File: src/rtl/seven_seg_pkg.sv
// Constants and types shared by the seven-segment encoder and the scan driver.
package seven_seg_pkg;

  localparam logic [7:0]  SEG_BLANK  = 8'hFF;
  localparam int unsigned NUM_DIGITS = 4;
  localparam logic [3:0]  DIGIT_OFF  = 4'hF;

  typedef enum logic [1:0] {
    PH_BLANK,
    PH_LIT,
    PH_DARK
  } phase_e;

endpackage

File: src/rtl/seg_scan_timer.sv
// Slot counter and digit index for the scan; frame_tick marks the snapshot cycle.
module seg_scan_timer
  import seven_seg_pkg::*;
#(
  parameter int unsigned BLANK_CYCLES = 50,
  parameter int unsigned DIGIT_CYCLES = 100000,
  parameter int unsigned CNT_W        = $clog2(BLANK_CYCLES + DIGIT_CYCLES)
) (
  input  logic                          clk,
  input  logic                          rstn,
  input  logic                          enable,
  output logic [$clog2(NUM_DIGITS)-1:0] d,
  output logic [CNT_W-1:0]              cnt,
  output logic                          frame_tick
);

  localparam int unsigned DW = $clog2(NUM_DIGITS);
  localparam logic [CNT_W-1:0] CNT_MAX = CNT_W'(BLANK_CYCLES + DIGIT_CYCLES - 1);

  logic [CNT_W-1:0] cnt_q, cnt_d;
  logic [DW-1:0]    d_q, d_d;

  always_comb begin
    cnt_d = cnt_q;
    d_d   = d_q;
    if (!enable) begin
      cnt_d = '0;
      d_d   = '0;
    end else if (cnt_q == CNT_MAX) begin
      cnt_d = '0;
      d_d   = d_q + DW'(1);
    end else begin
      cnt_d = cnt_q + CNT_W'(1);
    end
  end

  always_ff @(posedge clk) begin
    if (!rstn) begin
      cnt_q <= '0;
      d_q   <= '0;
    end else begin
      cnt_q <= cnt_d;
      d_q   <= d_d;
    end
  end

  assign d          = d_q;
  assign cnt        = cnt_q;
  assign frame_tick = enable && (d_q == '0) && (cnt_q == '0);

endmodule

File: src/rtl/seven_seg_scan.sv
// Time-multiplexed 4-digit driver: per-frame input snapshot, blanking gap, dimmable lit phase.
module seven_seg_scan
  import seven_seg_pkg::*;
#(
  parameter int unsigned BLANK_CYCLES = 50,
  parameter int unsigned DIGIT_CYCLES = 100000
) (
  input  logic       clk,
  input  logic       rstn,
  input  logic       enable,
  input  logic [1:0] dim,
  input  logic [7:0] seg_in_1,
  input  logic [7:0] seg_in_2,
  input  logic [7:0] seg_in_3,
  input  logic [7:0] seg_in_4,
  output logic [7:0] seg_out,
  output logic [3:0] digit_en,
  output logic       frame_start
);

  localparam int unsigned CNT_W   = $clog2(BLANK_CYCLES + DIGIT_CYCLES);
  localparam int unsigned DW      = $clog2(NUM_DIGITS);
  localparam int unsigned QUARTER = DIGIT_CYCLES / 4;

  logic [DW-1:0]    d;
  logic [CNT_W-1:0] cnt;
  logic             frame_tick;

  logic [7:0] snap_q [NUM_DIGITS];
  logic [7:0] snap_d [NUM_DIGITS];
  logic [1:0] dim_q, dim_d;
  logic [7:0] seg_out_q, seg_out_d;
  logic [3:0] digit_en_q, digit_en_d;
  logic       frame_start_q, frame_start_d;

  logic [31:0] cnt_ext;
  logic [31:0] on_cycles;
  phase_e      phase;

  seg_scan_timer #(
    .BLANK_CYCLES (BLANK_CYCLES),
    .DIGIT_CYCLES (DIGIT_CYCLES),
    .CNT_W        (CNT_W)
  ) u_timer (
    .clk        (clk),
    .rstn       (rstn),
    .enable     (enable),
    .d          (d),
    .cnt        (cnt),
    .frame_tick (frame_tick)
  );

  always_comb begin
    snap_d = snap_q;
    dim_d  = dim_q;
    if (frame_tick) begin
      snap_d[0] = seg_in_1;
      snap_d[1] = seg_in_2;
      snap_d[2] = seg_in_3;
      snap_d[3] = seg_in_4;
      dim_d     = dim;
    end
  end

  // The snapshot cycle always falls in BLANK (cnt=0), so decoding against the
  // pre-snapshot dim_q/snap_q never produces a visible mix of old and new data.
  always_comb begin
    cnt_ext   = 32'(cnt);
    on_cycles = QUARTER * (32'(dim_q) + 32'd1);
    if (cnt_ext < BLANK_CYCLES) begin
      phase = PH_BLANK;
    end else if (cnt_ext < BLANK_CYCLES + on_cycles) begin
      phase = PH_LIT;
    end else begin
      phase = PH_DARK;
    end

    seg_out_d     = SEG_BLANK;
    digit_en_d    = DIGIT_OFF;
    frame_start_d = frame_tick;
    if (enable && phase == PH_LIT) begin
      seg_out_d  = snap_q[d];
      digit_en_d = ~(4'b0001 << d);
    end
  end

  always_ff @(posedge clk) begin
    if (!rstn) begin
      snap_q        <= '{default: SEG_BLANK};
      dim_q         <= 2'd3;
      seg_out_q     <= SEG_BLANK;
      digit_en_q    <= DIGIT_OFF;
      frame_start_q <= 1'b0;
    end else begin
      snap_q        <= snap_d;
      dim_q         <= dim_d;
      seg_out_q     <= seg_out_d;
      digit_en_q    <= digit_en_d;
      frame_start_q <= frame_start_d;
    end
  end

  assign seg_out     = seg_out_q;
  assign digit_en    = digit_en_q;
  assign frame_start = frame_start_q;

endmodule

File: config.mk
export PLATFORM = sky130hd
export DESIGN_NAME = seven_seg_scan
export DESIGN_NICKNAME = d
export VERILOG_FILES = /design/src/rtl/seven_seg_pkg.sv /design/src/rtl/seg_scan_timer.sv /design/src/rtl/seven_seg_scan.sv
export SDC_FILE = /design/constraint.sdc
export NUM_CORES = 1
export LEC_CHECK = 0
export CAP_MARGIN = 20
export CORE_UTILIZATION = 28
export DETAILED_ROUTE_END_ITERATION = 8
export PLACE_DENSITY = 0.51
export SYNTH_ARGS = -nofsm -noshare
export SYNTH_HDL_FRONTEND = slang
export SYNTH_SLANG_ARGS = --single-unit
File: constraint.sdc
create_clock -name clk -period 6.5 [get_ports clk]
set_clock_uncertainty 0.15 [all_clocks]
set_input_delay 1.95 -clock clk [delete_from_list [all_inputs] [get_ports clk]]
set_output_delay 1.95 -clock clk [all_outputs]
set_load 0.02 [all_outputs]
==> Implementation_results.wiki, run 1 <==
{| class="wikitable"
! Metric !! Value
|-
| Overflow left after global routing || 0
|-
| Endpoint of the worst register-to-register path || seg_out[2]$_SDFF_PN1_
|-
| Yosys warning total || 0
|-
| Routed len/inst || 14.7 um
|-
| DP HPWL || approximately 5800 um
|-
| Post-layout utilization of the core || 0.368
|-
| Number of cells on the critical path || 7
|-
| Data required time of the critical path || roughly 6.6 ns
|-
| Number of diodes || 0
|-
| Vias in the first global route || 2691
|-
| Number of buffer cells added on primary ports || 49
|-
| Global-route wire length before repair || around 14000 um
|-
| Number of detailed-routing iterations run before antenna repair || 6
|-
| Remaining routing DRC violations || 4
|-
| Layout cell share with drive strength beyond 1 || 0.0885
|-
| Initial standard-cell utilization of the core || 0.290
|-
| Final TNS setup || 0 ns
|-
| TritonCTS Buffers || 9
|-
| Startpoint type of the worst setup path || input pin
|-
| Failing checks || DRC
|-
| Clock sink count || 66
|-
| Net count after synthesis || between 400 and 500
|-
| Share of synthesized area spent on multiplexers || 0.0537
|-
| Max-slew violation total from the final report || 0
|-
| Total length of routed wires || roughly 8000 um
|-
| P_leak || 1.63 nW
|-
| Worst hold path type || reg2reg
|-
| Pwr/cell area || ~240 mW/mm^2
|-
| Crit path cell chain || clkdlybuf4s50_1, and4b_1, buf_4, or3b_1, buf_16, o21ai_0, nand3_1
|-
| Number of vias per cell after detailed routing || 5.07
|-
| Clock transition at the registers of the reported paths || 0.06 ns
|-
| Initial antenna violation count || 0
|-
| Highest ir drop seen on vdd || 0.138 mV
|-
| Area fraction in and, or, nand and nor cells after synthesis || 0.255
|-
| Leading cell type in the layout, fill and taps excluded || nand3_1
|-
| Peak per-stage delay on the critical path || about 0.59 ns
|-
| Max Freq || between 200 and 250 MHz
|-
| Number of top-level pins || 50
|-
| CTS HTree Levels || 3
|-
| Setup Fix Bufs, Post-CTS || 0
|-
| Final ANT Viol Nets || 0
|-
| Slew margin rel. || 0.415
|-
| Final Hold Violating Endpoints || 0
|-
| Placer congestion estimate || 0.813
|-
| Share of async-settable or async-resettable flops after synthesis || 0
|-
| Transition time at the pin with the least slew margin || slightly below 0.9 ns
|-
| TritonCTS clock tree || done
|-
| Final setup violation count || 0
|-
| Growth of design area from synthesis to finish || 26.7%
|-
| Min Tclk post-route || 4.02 ns
|-
| Vertical die dimension || between 100 and 150 um
|-
| Top library cells by usage in the layout, fill and taps aside || nand3_1, dfxtp_1, clkdlybuf4s50_1, o21ai_1, ha_1
|-
| Standard cell core area || around 0.012 sq mm
|-
| Sequential fraction of the synthesis area || 0.394
|-
| Complex-gate fraction of the synthesized area || 0.0958
|-
| Nets || 475
|-
| Post-Synth XOR/XNOR Area || 0.0391
|-
| Worst Reg-to-Reg Cells || 10
|-
| Total via count in the routed design || 2845
|-
| Num rows || 39
|-
| Total of cells resized after clock tree synthesis || 0
|-
| Detailed Route Iter0 Violations || 132
|-
| Minimum hold slack || between 0.3 and 0.4 ns
|-
| GRT Resource Usage Total || 0.139
|-
| Cell depth of the worst min-delay path || 2
|-
| Total chip power || ~1.0 mW
|-
| Clock Root Buffer || clkbuf_16
|-
| Dominant combinational cell family by area after synthesis || simple AND/OR/NAND/NOR gates
|-
| Most used flip-flop cell after synthesis || dfxtp_1
|-
| Die outline area || 0.0124 sq mm
|-
| Unrepaired setup endpoints after global routing || false
|-
| Maximum capacitance violations || 0
|-
| Hold-fix buffer count after cts || 0
|-
| Cell count after synthesis || roughly 380
|-
| Number of distinct library cells after synthesis || 43
|-
| Hold path startpoint || snap_q[14]$_SDFFE_PN1P_
|-
| Destination of the worst hold path || snap_q[14]$_SDFFE_PN1P_
|-
| Type of the worst setup path || in2reg
|-
| Number of buffers between clock root and the deepest sink || 2
|-
| EDFF count, synth || 0
|-
| Worst R2R Start || dim_q[0]$_SDFFE_PN1P_
|-
| Crit Path Max Fanout || 36
|-
| Cell Area, Synth || ~0.0034 sq mm
|-
| Average footprint of a synthesized cell || 8.90 sq um
|-
| Worst-Skew Late Latency || 0.33 ns
|-
| Synth Area in Adders || 0.0932
|-
| Setup slack of the worst register-to-register path || about 3.2 ns
|-
| Slowest cell on the critical path || or3b_1
|-
| Largest net degree at the start of global routing || 37
|-
| Width of the chip || 111 um
|-
| Cell class contributing the biggest share of worst-path delay || buffers and inverters
|-
| Period Utilization, post-route || 0.619
|-
| Nature of the critical path endpoint || flip-flop
|-
| Arrival time of data at the critical path endpoint || 4.08 ns
|-
| Number of synthesized register bits || 66
|-
| Run status || finished with violations
|-
| Number of buffer and inverter instances along the worst setup path || 3
|}
-- Yosys cell counts, types with 2 or more instances --
library cell,count,area share
a21oi_1,9,0.013
and4_1,2,0.0052
and4b_1,2,0.0060
buf_1,2,0.0022
buf_2,4,0.0060
buf_6,5,0.017
clkbuf_1,17,0.019
dfxtp_1,66,0.39
ha_1,25,0.093
inv_1,20,0.022
mux4_2,8,0.054
nand2_1,9,0.010
nand3_1,81,0.12
nand4_1,18,0.034
nor2_1,16,0.018
nor3_1,7,0.010
nor4_1,6,0.011
o211ai_1,2,0.0045
o21ai_0,8,0.012
o21ai_1,29,0.043
o31ai_1,2,0.0045
or2_2,2,0.0037
or3_1,2,0.0037
or4_1,3,0.0067
xnor2_1,9,0.023
xor2_1,6,0.016
-- per-stage QoR --
step                      setup WS (ns)  cell area [sq um]  instances
after CTS                          2.26               4190        558
after global routing               2.35               4250        561
after detailed placement           1.91               3890        542
after global placement             1.94               3890        542
after floorplan                    3.06               3360        377
final                              2.48               4250        561
-- layout make-up --
cell class / instances / area [sq um]
fillers: 1139 / 7310
flip-flops and latches: 66 / 1320
clock inverters: 6 / 65.1
well taps: 143 / 179
repair buffers: 55 / 573
multi-input cells: 261 / 1800
clock buffers: 10 / 239
inverters: 20 / 75.1
-- cell families (layout without fill, tap and decap cells) --
logic type                 count (synthesis)  after routing
AOI/OAI and AO/OA                         56             56
xor gates and xnor gates                  15             15
adders and majority gates                 25             25
buffers and inverters                     50             91
DFF                                       66             66
muxes                                      8              8
and+or+nand+nor                          157            157
-- worst reg2reg max path: stages, from the launching register on --
cell and delay (ns):
dfxtp_1 0.53, inv_1 0.17, ha_1 0.38, inv_1 0.09, a21oi_1 0.17, xnor2_1 0.15, ha_1 0.28, a41oi_1 0.20
o21ai_0 0.10, o211ai_1 0.71, nand4_1 0.18
-- sequential cells by signal, indices dropped and copies added (netlist names) --
signal and cells:
digit_en 4, dim_q 2, frame_start 1, seg_out 8
snap_q 32, u_timer.cnt 17, u_timer.d 2
-- how the worst max path moves through the flow --
stage,startpoint,to,slack [ns]
final,enable,snap_q[21]$_SDFFE_PN1P_,2.48
after global routing,enable,snap_q[20]$_SDFFE_PN1P_,2.35
after CTS,enable,snap_q[20]$_SDFFE_PN1P_,2.26
after detailed placement,enable,snap_q[20]$_SDFFE_PN1P_,1.91
after global placement,enable,snap_q[22]$_SDFFE_PN1P_,1.94
after floorplan,enable,snap_q[0]$_SDFFE_PN1P_,3.06
-- where the power goes --
group / switching, mW / internal [mW]
registers: 0.0125 / 0.424
logic: 0.0540 / 0.0574
clock network: 0.184 / 0.308
total: 0.250 / 0.789
-- layer usage --
layer | routed length [um] | track usage
met1 | 4030 | 0.181
met2 | 3670 | 0.210
met3 | 352 | 0.0359
met4 | 182 | 0.0757
met5 | 0 | 0
(Power assumes the default switching activity.)
==> run 2: changes to the inputs <==
==> constraint.sdc (replaced) <==
create_clock -name clk -period 4.15 [get_ports clk]
set_clock_uncertainty 0.15 [all_clocks]
set_input_delay 1.245 -clock clk [delete_from_list [all_inputs] [get_ports clk]]
set_output_delay 1.245 -clock clk [all_outputs]
set_load 0.02 [all_outputs]
==> run 2 against run 1 <==
Effect of this change:
- the flow still finishes with violations (DRC)
- sequential cell count unchanged
- non-clock buffer count up 1
- setup slack got worse by 1.5 ns
- wire length fell by 2.5%
- combinational power rose by 58%
- highest routed layer unchanged
==> Implementation_results.wiki, run 2 (same netlist as run 1, synthesis figures left out) <==
{| class="wikitable"
! Metric !! Value
|-
| Fraction of power consumed by sequential logic || 0.396 (was 0.420)
|-
| Nets || 476 (was 475)
|-
| Final Instance Count excl. Fillers || 562 (was 561)
|-
| Multi-input gate area in the final layout || 0.00180 sq mm (unchanged)
|-
| Largest net degree at the start of global routing || 36 (was 37)
|-
| Minimum hold slack || 0.331 ns (was 0.325 ns)
|-
| Startpoint type of the worst setup path || flip-flop (was input pin)
|-
| Register with the most flip-flops || snap_q (unchanged)
|-
| Data required time of the critical path || 4.15 ns (was 6.55 ns)
|-
| CTS HTree Levels || 3 (unchanged)
|-
| Type of the worst setup path || reg2reg (was in2reg)
|-
| Part of the power in combinational logic || 0.101 (was 0.107)
|-
| Final ANT Viol Nets || 0 (unchanged)
|-
| DP HPWL || 5800 um (was 5830 um)
|-
| Max Freq || 315 MHz
|-
| Power share of the clock group || 0.503 (was 0.473)
|-
| Transition time at the pin with the least slew margin || 0.892 ns (was 0.873 ns)
|-
| Top layer in use || met4 (unchanged)
|-
| Crit Path Max Fanout || 12 (was 36)
|-
| Slew margin rel. || 0.403 (was 0.415)
|-
| Internal power || 1.34 mW (was 0.789 mW)
|-
| Die outline area || 0.0124 sq mm (unchanged)
|-
| Max-slew violation total from the final report || 0 (unchanged)
|-
| Final TNS setup || 0 ns (unchanged)
|-
| Worst R2R Start || dim_q[0]$_SDFFE_PN1P_ (unchanged)
|-
| Cell depth of the worst min-delay path || 2 (unchanged)
|-
| Reg area || 0.00132 sq mm (unchanged)
|-
| Total length of routed wires || 8030 um (was 8240 um)
|-
| Worst hold path type || reg2reg (unchanged)
|-
| Number of diodes || 0 (unchanged)
|-
| Run status || finished with violations (unchanged)
|-
| Endpoint of the worst register-to-register path || digit_en[0]$_SDFF_PN1_ (was seg_out[2]$_SDFF_PN1_)
|-
| Pwr/cell area || 402 mW/mm^2 (was 244 mW/mm^2)
|-
| Setup slack of the worst register-to-register path || 0.97 ns (was 3.21 ns)
|-
| Hold-fix buffer count after cts || 0 (unchanged)
|-
| Placer congestion estimate || 0.802 (was 0.813)
|-
| Total via count in the routed design || 2847 (was 2845)
|-
| Met1 routed wirelength after detailed routing || 3940 um (was 4030 um)
|-
| Clock transition at the registers of the reported paths || 0.05 ns (was 0.06 ns)
|-
| Min Tclk post-route || 3.18 ns
|-
| Failing checks || DRC (unchanged)
|-
| Wire length on met2 || 3500 um (was 3670 um)
|-
| Number of vias per cell after detailed routing || 5.07 (about the same)
|-
| Net switching power figure || 0.384 mW (was 0.250 mW)
|-
| Remaining routing DRC violations || 4 (unchanged)
|-
| Switching part of the total || 0.222 (was 0.241)
|-
| Worst Reg-to-Reg Cells || 10 (unchanged)
|-
| Destination of the worst hold path || snap_q[3]$_SDFFE_PN1P_ (was snap_q[14]$_SDFFE_PN1P_)
|-
| P_leak || 1.65 nW (was 1.63 nW)
|-
| Leading cell type in the layout, fill and taps excluded || nand3_1 (unchanged)
|-
| Arrival time of data at the critical path endpoint || 3.18 ns (was 4.08 ns)
|-
| Highest ir drop seen on vdd || 0.185 mV (was 0.138 mV)
|-
| Period Utilization, post-route || 0.766
|-
| Number of detailed-routing iterations run before antenna repair || 6 (unchanged)
|-
| Max reg flops || 32 (unchanged)
|-
| Growth of design area from synthesis to finish || 27.8% (was 26.7%)
|-
| Hold path startpoint || snap_q[3]$_SDFFE_PN1P_ (was snap_q[14]$_SDFFE_PN1P_)
|-
| Detailed Route Iter0 Violations || 151 (was 132)
|-
| Initial standard-cell utilization of the core || 0.290 (unchanged)
|-
| Vias in the first global route || 2698 (was 2691)
|-
| Number of buffer cells added on primary ports || 49 (unchanged)
|-
| GRT Resource Usage Total || 0.137 (was 0.139)
|-
| Num rows || 39 (unchanged)
|-
| Initial antenna violation count || 0 (unchanged)
|-
| Layout cell share with drive strength beyond 1 || 0.0883 (was 0.0885)
|-
| Number of top-level pins || 50 (unchanged)
|-
| Top library cells by usage in the layout, fill and taps aside || nand3_1, dfxtp_1, clkdlybuf4s50_1, o21ai_1, ha_1 (unchanged)
|-
| TritonCTS clock tree || done (unchanged)
|-
| Post-layout utilization of the core || 0.371 (was 0.368)
|-
| Width of the chip || 111 um (unchanged)
|-
| Number of buffers between clock root and the deepest sink || 2 (unchanged)
|-
| Number of fill cells in the layout || 1158 (was 1139)
|-
| Total of cells resized after clock tree synthesis || 0 (unchanged)
|-
| Unrepaired setup endpoints after global routing || false (unchanged)
|-
| Worst-Skew Late Latency || 0.32 ns (was 0.33 ns)
|-
| Final setup violation count || 0 (unchanged)
|-
| Total placed cells including tap cells || 544 (was 542)
|-
| Overflow left after global routing || 0 (unchanged)
|-
| Final Hold Violating Endpoints || 0 (unchanged)
|-
| Nature of the critical path endpoint || flip-flop (unchanged)
|-
| Global-route wire length before repair || 13700 um (was 13600 um)
|-
| Standard cell core area || 0.0116 sq mm (unchanged)
|-
| Met3 layer wire length in the routed design || 466 um (was 352 um)
|-
| Setup Fix Bufs, Post-CTS || 0 (unchanged)
|-
| TritonCTS Buffers || 9 (unchanged)
|-
| Routed len/inst || 14.3 um (was 14.7 um)
|-
| Maximum capacitance violations || 0 (unchanged)
|-
| Vertical die dimension || 111 um (unchanged)
|-
| Clock Root Buffer || clkbuf_16 (unchanged)
|-
| Clock sink count || 66 (unchanged)
|}
## run 2: metal layers
| metal | GRT usage | vias up |
|---|---|---|
| met5 | 0 | - |
| met4 | 0.0514 | 0 |
| met3 | 0.0316 | 9 |
| met2 | 0.199 | 80 |
| met1 | 0.197 | 1311 |
| li1 | - | 1447 |
## run 2: worst max-delay path by stage
stage	startpoint	end	slack, ns	cells after the start
2_1_floorplan	enable	snap_q[0]$_SDFFE_PN1P_	1.42	7
3_3_place_gp	enable	snap_q[22]$_SDFFE_PN1P_	0.64	5
3_5_place_dp	enable	snap_q[21]$_SDFFE_PN1P_	0.60	5
4_1_cts	dim_q[0]$_SDFFE_PN1P_	digit_en[1]$_SDFF_PN1_	0.93	10
5_1_grt	dim_q[0]$_SDFFE_PN1P_	digit_en[0]$_SDFF_PN1_	0.58	10
6_report	dim_q[0]$_SDFFE_PN1P_	digit_en[0]$_SDFF_PN1_	0.97	10
## run 2: final cells by class
type,count,share of cell area
Clock buffer,10,0.0534
Multi-Input combinational cell,261,0.420
Tap cell,143,0.0417
Inverter,20,0.0175
Sequential cell,66,0.308
Timing Repair Buffer,56,0.133
Clock inverter,6,0.0268
## run 2: critical path, cell delays in order (launching register included)
cell and delay (ns):
dfxtp_1 0.54, inv_1 0.18, ha_1 0.37, inv_1 0.09
a21oi_1 0.16, xnor2_1 0.15, ha_1 0.28, nand4_1 0.13
nor4_1 0.06, a31oi_1 0.70, nand4_1 0.20
## run 2: stage by stage
| stage | worst slack [ns] | instance area, sq um | total power [mW] |
|---|---|---|---|
| floorplan | 1.42 | 3360 | 0.805 |
| detailed placement | 0.605 | 3900 | 0.867 |
| global placement | 0.643 | 3900 | 0.863 |
| global route | 0.578 | 4290 | 1.81 |
| finish | 0.972 | 4290 | 1.73 |
| CTS | 0.928 | 4250 | 1.74 |
## run 2: power groups by stage
| stage | sequential (mW) | combinational, mW | clock [mW] |
|---|---|---|---|
| after global placement | 0.696 | 0.168 | 0 |
| after CTS | 0.683 | 0.172 | 0.889 |
| final | 0.683 | 0.175 | 0.868 |
| after floorplan | 0.690 | 0.115 | 0 |
| after detailed placement | 0.696 | 0.171 | 0 |
| after global routing | 0.685 | 0.198 | 0.922 |
